**config.mk**
```make
export PLATFORM = sky130hd
export DESIGN_NAME = keypad_entry
export DESIGN_NICKNAME = d
export VERILOG_FILES = /design/src/rtl/keypad_entry.sv
export SDC_FILE = /design/constraint.sdc
export NUM_CORES = 1
export LEC_CHECK = 0
export BUFFER_PORTS_ARGS = -buffer_cell sky130_fd_sc_hd__buf_4
export CORE_UTILIZATION = 60
export CTS_CLUSTER_DIAMETER = 60
export DETAILED_ROUTE_END_ITERATION = 10
export PLACE_DENSITY = 0.75
export SLEW_MARGIN = 40
export SYNTH_ARGS = -nofsm -noshare
export SYNTH_HDL_FRONTEND = slang
export SYNTH_SLANG_ARGS = --single-unit
export TNS_END_PERCENT = 5
```
**constraint.sdc**
```tcl
create_clock -name clk -period 26.5 [get_ports clk]
set_input_delay 2.65 -clock clk [delete_from_list [all_inputs] [get_ports clk]]
set_output_delay 2.65 -clock clk [all_outputs]
set_load 0.02 [all_outputs]
```
**src/rtl/keypad_entry.sv**
```systemverilog
// Purpose: scans a 4x4 keypad, debounces single-key presses and builds an unsigned decimal amount.
// Latency: a key strobes DEBOUNCE_CNT full scans after it is first seen; amount follows one cycle after key_strobe.
// Backpressure: none; key_strobe and amount_valid are one-cycle pulses that must be taken when they occur.
module keypad_entry #(
    parameter int SCAN_DIV     = 50000,
    parameter int DEBOUNCE_CNT = 4
) (
    input  logic        clk,
    input  logic        rst_neg,
    input  logic [3:0]  row_neg,
    output logic [3:0]  col_neg,
    output logic [31:0] amount,
    output logic [3:0]  digit_count,
    output logic        amount_valid,
    output logic [3:0]  key_code,
    output logic        key_strobe
);

    typedef enum logic [1:0] {IDLE, DEBOUNCE, HELD, RELEASE} state_t;

    state_t      state, state_nxt;
    logic [3:0]  row_meta, row_sync;
    logic [31:0] div_cnt;
    logic [1:0]  col_idx;
    logic [1:0]  acc_hits, col_hits;
    logic [3:0]  acc_key, col_key;
    logic [2:0]  tot_hits;
    logic        sample_now, scan_done, scan_key_vld;
    logic [3:0]  scan_key;
    logic [7:0]  deb_cnt, deb_cnt_nxt;
    logic [3:0]  cur_key, cur_key_nxt;
    logic        accept;

    // Key legend by (row, column).
    function automatic logic [3:0] key_map(input logic [1:0] r, input logic [1:0] c);
        logic [3:0] k;
        case ({r, c})
            4'h0: k = 4'h1;  4'h1: k = 4'h2;  4'h2: k = 4'h3;  4'h3: k = 4'hA;
            4'h4: k = 4'h4;  4'h5: k = 4'h5;  4'h6: k = 4'h6;  4'h7: k = 4'hB;
            4'h8: k = 4'h7;  4'h9: k = 4'h8;  4'hA: k = 4'h9;  4'hB: k = 4'hC;
            4'hC: k = 4'hE;  4'hD: k = 4'h0;  4'hE: k = 4'hF;  default: k = 4'hD;
        endcase
        return k;
    endfunction

    // Two-flop synchronizer for the asynchronous row lines (idle rows read high).
    always_ff @(posedge clk) begin
        if (!rst_neg) begin
            row_meta <= 4'hF;
            row_sync <= 4'hF;
        end else begin
            row_meta <= row_neg;
            row_sync <= row_meta;
        end
    end

    assign sample_now = (div_cnt == 32'(SCAN_DIV - 1));
    assign scan_done  = sample_now && (col_idx == 2'd3);

    // Count low rows in the driven column (saturating at 2, enough to detect ghosting).
    always_comb begin
        col_hits = 2'd0;
        col_key  = 4'h0;
        for (int r = 0; r < 4; r++) begin
            if (!row_sync[r]) begin
                if (col_hits != 2'd2) col_hits = col_hits + 2'd1;
                col_key = key_map(2'(r), col_idx);
            end
        end
    end

    assign tot_hits     = {1'b0, acc_hits} + {1'b0, col_hits};
    assign scan_key_vld = scan_done && (tot_hits == 3'd1);
    assign scan_key     = (acc_hits == 2'd1) ? acc_key : col_key;

    // Column divider/rotation and per-scan accumulation of intersections that read low.
    always_ff @(posedge clk) begin
        if (!rst_neg) begin
            div_cnt  <= '0;
            col_idx  <= 2'd0;
            col_neg  <= 4'b1110;
            acc_hits <= 2'd0;
            acc_key  <= 4'h0;
        end else if (sample_now) begin
            div_cnt <= '0;
            col_idx <= col_idx + 2'd1;
            col_neg <= ~(4'b0001 << (col_idx + 2'd1));
            if (col_idx == 2'd3) begin
                acc_hits <= 2'd0;
                acc_key  <= 4'h0;
            end else begin
                acc_hits <= (tot_hits >= 3'd2) ? 2'd2 : tot_hits[1:0];
                if (col_hits != 2'd0) acc_key <= col_key;
            end
        end else begin
            div_cnt <= div_cnt + 32'd1;
        end
    end

    // Debounce FSM state register.
    always_ff @(posedge clk) begin
        if (!rst_neg) begin
            state   <= IDLE;
            deb_cnt <= 8'd0;
            cur_key <= 4'h0;
        end else begin
            state   <= state_nxt;
            deb_cnt <= deb_cnt_nxt;
            cur_key <= cur_key_nxt;
        end
    end

    // Debounce FSM next state; only evaluated once per completed full scan.
    always_comb begin
        state_nxt   = state;
        deb_cnt_nxt = deb_cnt;
        cur_key_nxt = cur_key;
        accept      = 1'b0;
        if (scan_done) begin
            case (state)
                IDLE: if (scan_key_vld) begin
                    cur_key_nxt = scan_key;
                    if (8'd1 >= 8'(DEBOUNCE_CNT)) begin
                        accept      = 1'b1;
                        state_nxt   = HELD;
                        deb_cnt_nxt = 8'd0;
                    end else begin
                        state_nxt   = DEBOUNCE;
                        deb_cnt_nxt = 8'd1;
                    end
                end
                DEBOUNCE: if (scan_key_vld && scan_key == cur_key) begin
                    if (deb_cnt + 8'd1 >= 8'(DEBOUNCE_CNT)) begin
                        accept      = 1'b1;
                        state_nxt   = HELD;
                        deb_cnt_nxt = 8'd0;
                    end else begin
                        deb_cnt_nxt = deb_cnt + 8'd1;
                    end
                end else begin
                    state_nxt   = IDLE;
                    deb_cnt_nxt = 8'd0;
                end
                HELD: if (!scan_key_vld) begin
                    if (8'd1 >= 8'(DEBOUNCE_CNT)) begin
                        state_nxt   = IDLE;
                        deb_cnt_nxt = 8'd0;
                    end else begin
                        state_nxt   = RELEASE;
                        deb_cnt_nxt = 8'd1;
                    end
                end
                default: if (scan_key_vld) begin
                    state_nxt   = HELD;
                    deb_cnt_nxt = 8'd0;
                end else if (deb_cnt + 8'd1 >= 8'(DEBOUNCE_CNT)) begin
                    state_nxt   = IDLE;
                    deb_cnt_nxt = 8'd0;
                end else begin
                    deb_cnt_nxt = deb_cnt + 8'd1;
                end
            endcase
        end
    end

    // Register the accepted key as a one-cycle strobe.
    always_ff @(posedge clk) begin
        if (!rst_neg) begin
            key_strobe <= 1'b0;
            key_code   <= 4'h0;
        end else begin
            key_strobe <= accept;
            if (accept) key_code <= scan_key;
        end
    end

    // Apply the key action in the strobe cycle; an enter commit clears one cycle after its pulse.
    always_ff @(posedge clk) begin
        if (!rst_neg) begin
            amount       <= 32'd0;
            digit_count  <= 4'd0;
            amount_valid <= 1'b0;
        end else begin
            amount_valid <= 1'b0;
            if (amount_valid) begin
                amount      <= 32'd0;
                digit_count <= 4'd0;
            end else if (key_strobe) begin
                case (key_code)
                    4'hA, 4'hB, 4'hC: ;
                    4'hD: begin
                        amount      <= 32'd0;
                        digit_count <= 4'd0;
                    end
                    4'hE: if (digit_count != 4'd0) begin
                        amount      <= amount / 32'd10;
                        digit_count <= digit_count - 4'd1;
                    end
                    4'hF: if (digit_count != 4'd0) amount_valid <= 1'b1;
                    default: if (digit_count < 4'd9 && !(key_code == 4'h0 && digit_count == 4'd0)) begin
                        amount      <= (amount << 3) + (amount << 1) + {28'd0, key_code};
                        digit_count <= digit_count + 4'd1;
                    end
                endcase
            end
        end
    end

endmodule

```
==> results.cfg <==
[timing]
hold_viol_final = 0
slew_viol_final = 0
setup_viol_count_final = 0
min_period_ns = 11.31
max_slew_margin_pct = 45.26
timing.final.crit_share_pct = 42.68
worst_slack_ns = 15.19
hold_slack_ns = 0.4069
finClkSkew_ns = 0.009431
finalSetupTns_ns = 0
worst_slew_pin_slew_ns = 0.8199
rsz0062_at_grt = no
fmax_mhz = 88.42

[worst_setup_path]
crit_top_cell = a211oi_2
critPathSlowestCell = dfxtp_1
cp.required_ns = 26.73
crit_path_max_incr_delay_ns = 0.78
reg2reg_setup_slack_ns = 15.19
crit_buf_inv = 0
critPathKind = register to register
worst_ep_arrival_time_ns = 11.54
cp-end-kind = register
cp_top_family = compound AO/OA/AOI/OAI gates
start_kind = register
path_max_fanout = 23

[clock_network]
cts_tree = done
hold_buffers = 0
cts_sinks = 108
clk_pin_slew_ns = 0.07
cts.path.max_buffers = 2
clk_latency_ns = 0.36
cts_resized = 0
cts_buffers = 9
htree_levels = 3
post_cts_buffers = 0
cts_root_buffer = clkbuf_16

[route]
drt_first_pass_iters = 5
remaining_drc_errors = 0
vias = 11640
ant_nets = 0
drtIter0Drc = 908
avgViaCountPerCell = 6.621
drt_wl_total_mm = 30.17
routedWlPerCell_um = 17.16

[yosys]
yosysTopAreaCellShare_pct = 18.38
synth_area_per_cell_um2 = 7.703
yosysSeqAreaShare_pct = 18.38
synthFlopType = dfxtp_1
netlist_area_um2 = 11760
async_reset_ff_share_pct = 0
netlist.top_cell.by_area = dfxtp_1
synth-edff-count = 0
yosysMostFrequentCell = nor2_1
ys_types = 124
syn-num-nets = 1617
synth-seq-cells = 108
yosysWarnings = 0
synth_area_leaders = dfxtp_1 18%, ha_1 8.5%, nor2_1 4.4%, xnor2_1 3.9%, a21oi_1 3.9%
yosys-top-cells-count = 139 x nor2_1, 113 x nand2_1, 108 x dfxtp_1
syn_inst = 1527

[layout]
antenna_cells = 0
nFillCells = 1674
area_growth_pct = 5.181
drive_gt1_share_pct = 10.88
fin_area_um2 = 12370
fin_nets = 1585
utilization_pct = 65.27

[global_route]
grt-ovfl-total = 0
gr-usage-all-layers_pct = 29.85
grt_pass1_vias = 10390
antenna_found_initial = 0
grt_max_degree = 42
grt_pass1_wl_mm = 50.36

[hold_path]
min_path_type = register to register

[placement]
dpl.hpwl_mm = 21.61
placed_area_um2 = 12080
port-buffer-count = 51
dp_slack_ns = 15.47
place_congestion = 0.9597

[job]
maxCapViolCount = 0

[floorplanning]
core_um2 = 18960
die_x_um = 142.0
start_util_pct = 62.05
num_io_pins = 52
die_area_um2 = 20170
rows = 50
fp.dieH_um = 142.0

[power_and_ir_drop]
p_leak_nw = 4.669
peakVddDrop_v = 0.00005668
p_per_area_nw_per_um2 = 24.84

[run_status]
status = complete, no violations
==> layer usage <==
metal / vias to the layer above / track usage (%) / routed length (µm)
li1: 5695 / - / -
met1: 5438 / 41.03 / 13840
met2: 464 / 48.61 / 13760
met3: 42 / 4.677 / 2094
met4: 0 / 7.414 / 480
met5: - / 0 / 0
==> cells in the final DEF, fill, tap and decap left out, drive strengths merged, types with 16 or more instances in the layout <==
cell type / n
a221oi: 19
o21bai: 26
o22ai: 19
nor3: 48
nand4: 21
nor4: 25
nand2: 113
a21oi: 96
nor2b: 16
nor2: 141
dfxtp: 108
ha: 80
and3: 27
o21ai: 85
xor2: 21
o221ai: 22
inv: 65
mux2i: 25
and2: 20
nand3: 51
xnor2: 54
a211oi: 38
o211ai: 17
nand2b: 20
buf: 58
==> flip-flops by register name, indices dropped and copies added (netlist names), 4 cells and up <==
| signal | flops |
|---|---|
| div_cnt | 32 |
| key_code | 4 |
| cur_key | 4 |
| col_neg | 4 |
| digit_count | 4 |
| acc_key | 4 |
| row_sync | 4 |
| amount | 32 |
| deb_cnt | 8 |
| row_meta | 4 |
==> where the power goes <==
part / leakage, nW / internal (mW) / switching, mW / total (mW)
registers: 0.876 / 0.163 / 0.000786 / 0.164
logic: 3.66 / 0.00360 / 0.00562 / 0.00922
clock network: 0.138 / 0.0728 / 0.0615 / 0.134
==> cell type report <==
type	instances	area, µm²	share of cell area, %
Sequential cell	108	2171	17.55
Timing Repair Buffer	58	435.4	3.519
Clock buffer	9	225.2	1.820
Tap cell	260	325.3	2.629
Multi-Input combinational cell	1249	8896	71.91
Clock inverter	5	60.06	0.4854
Inverter	69	259.0	2.093
==> worst paths after layout <==
path	to	startpoint	cells after the start
worst max-delay path	amount[0]	amount[30]	34
worst min-delay path	row_sync[2]	row_meta[2]	1
worst max register to register	amount[0]	amount[30]	34
worst min register to register	row_sync[2]	row_meta[2]	1
==> cells by family after synthesis <==
logic type / after synthesis / share of synthesized area (%)
compound gates: 502 / 32.58
buf+inv: 170 / 6.084
flops: 108 / 18.38
mux: 29 / 2.617
xor+xnor: 75 / 5.648
simple gates: 553 / 24.98
fa+ha+maj: 90 / 9.712
==> stage by stage <==
| stage | power (mW) | cells |
|---|---|---|
| final | 0.3074 | 1758 |
| after global routing | 0.3179 | 1758 |
| after CTS | 0.3101 | 1758 |
| after detailed placement | 0.1769 | 1744 |
| after global placement | 0.1766 | 1744 |
| after floorplan | 0.1744 | 1527 |
Power figures use the tool's default switching activity.
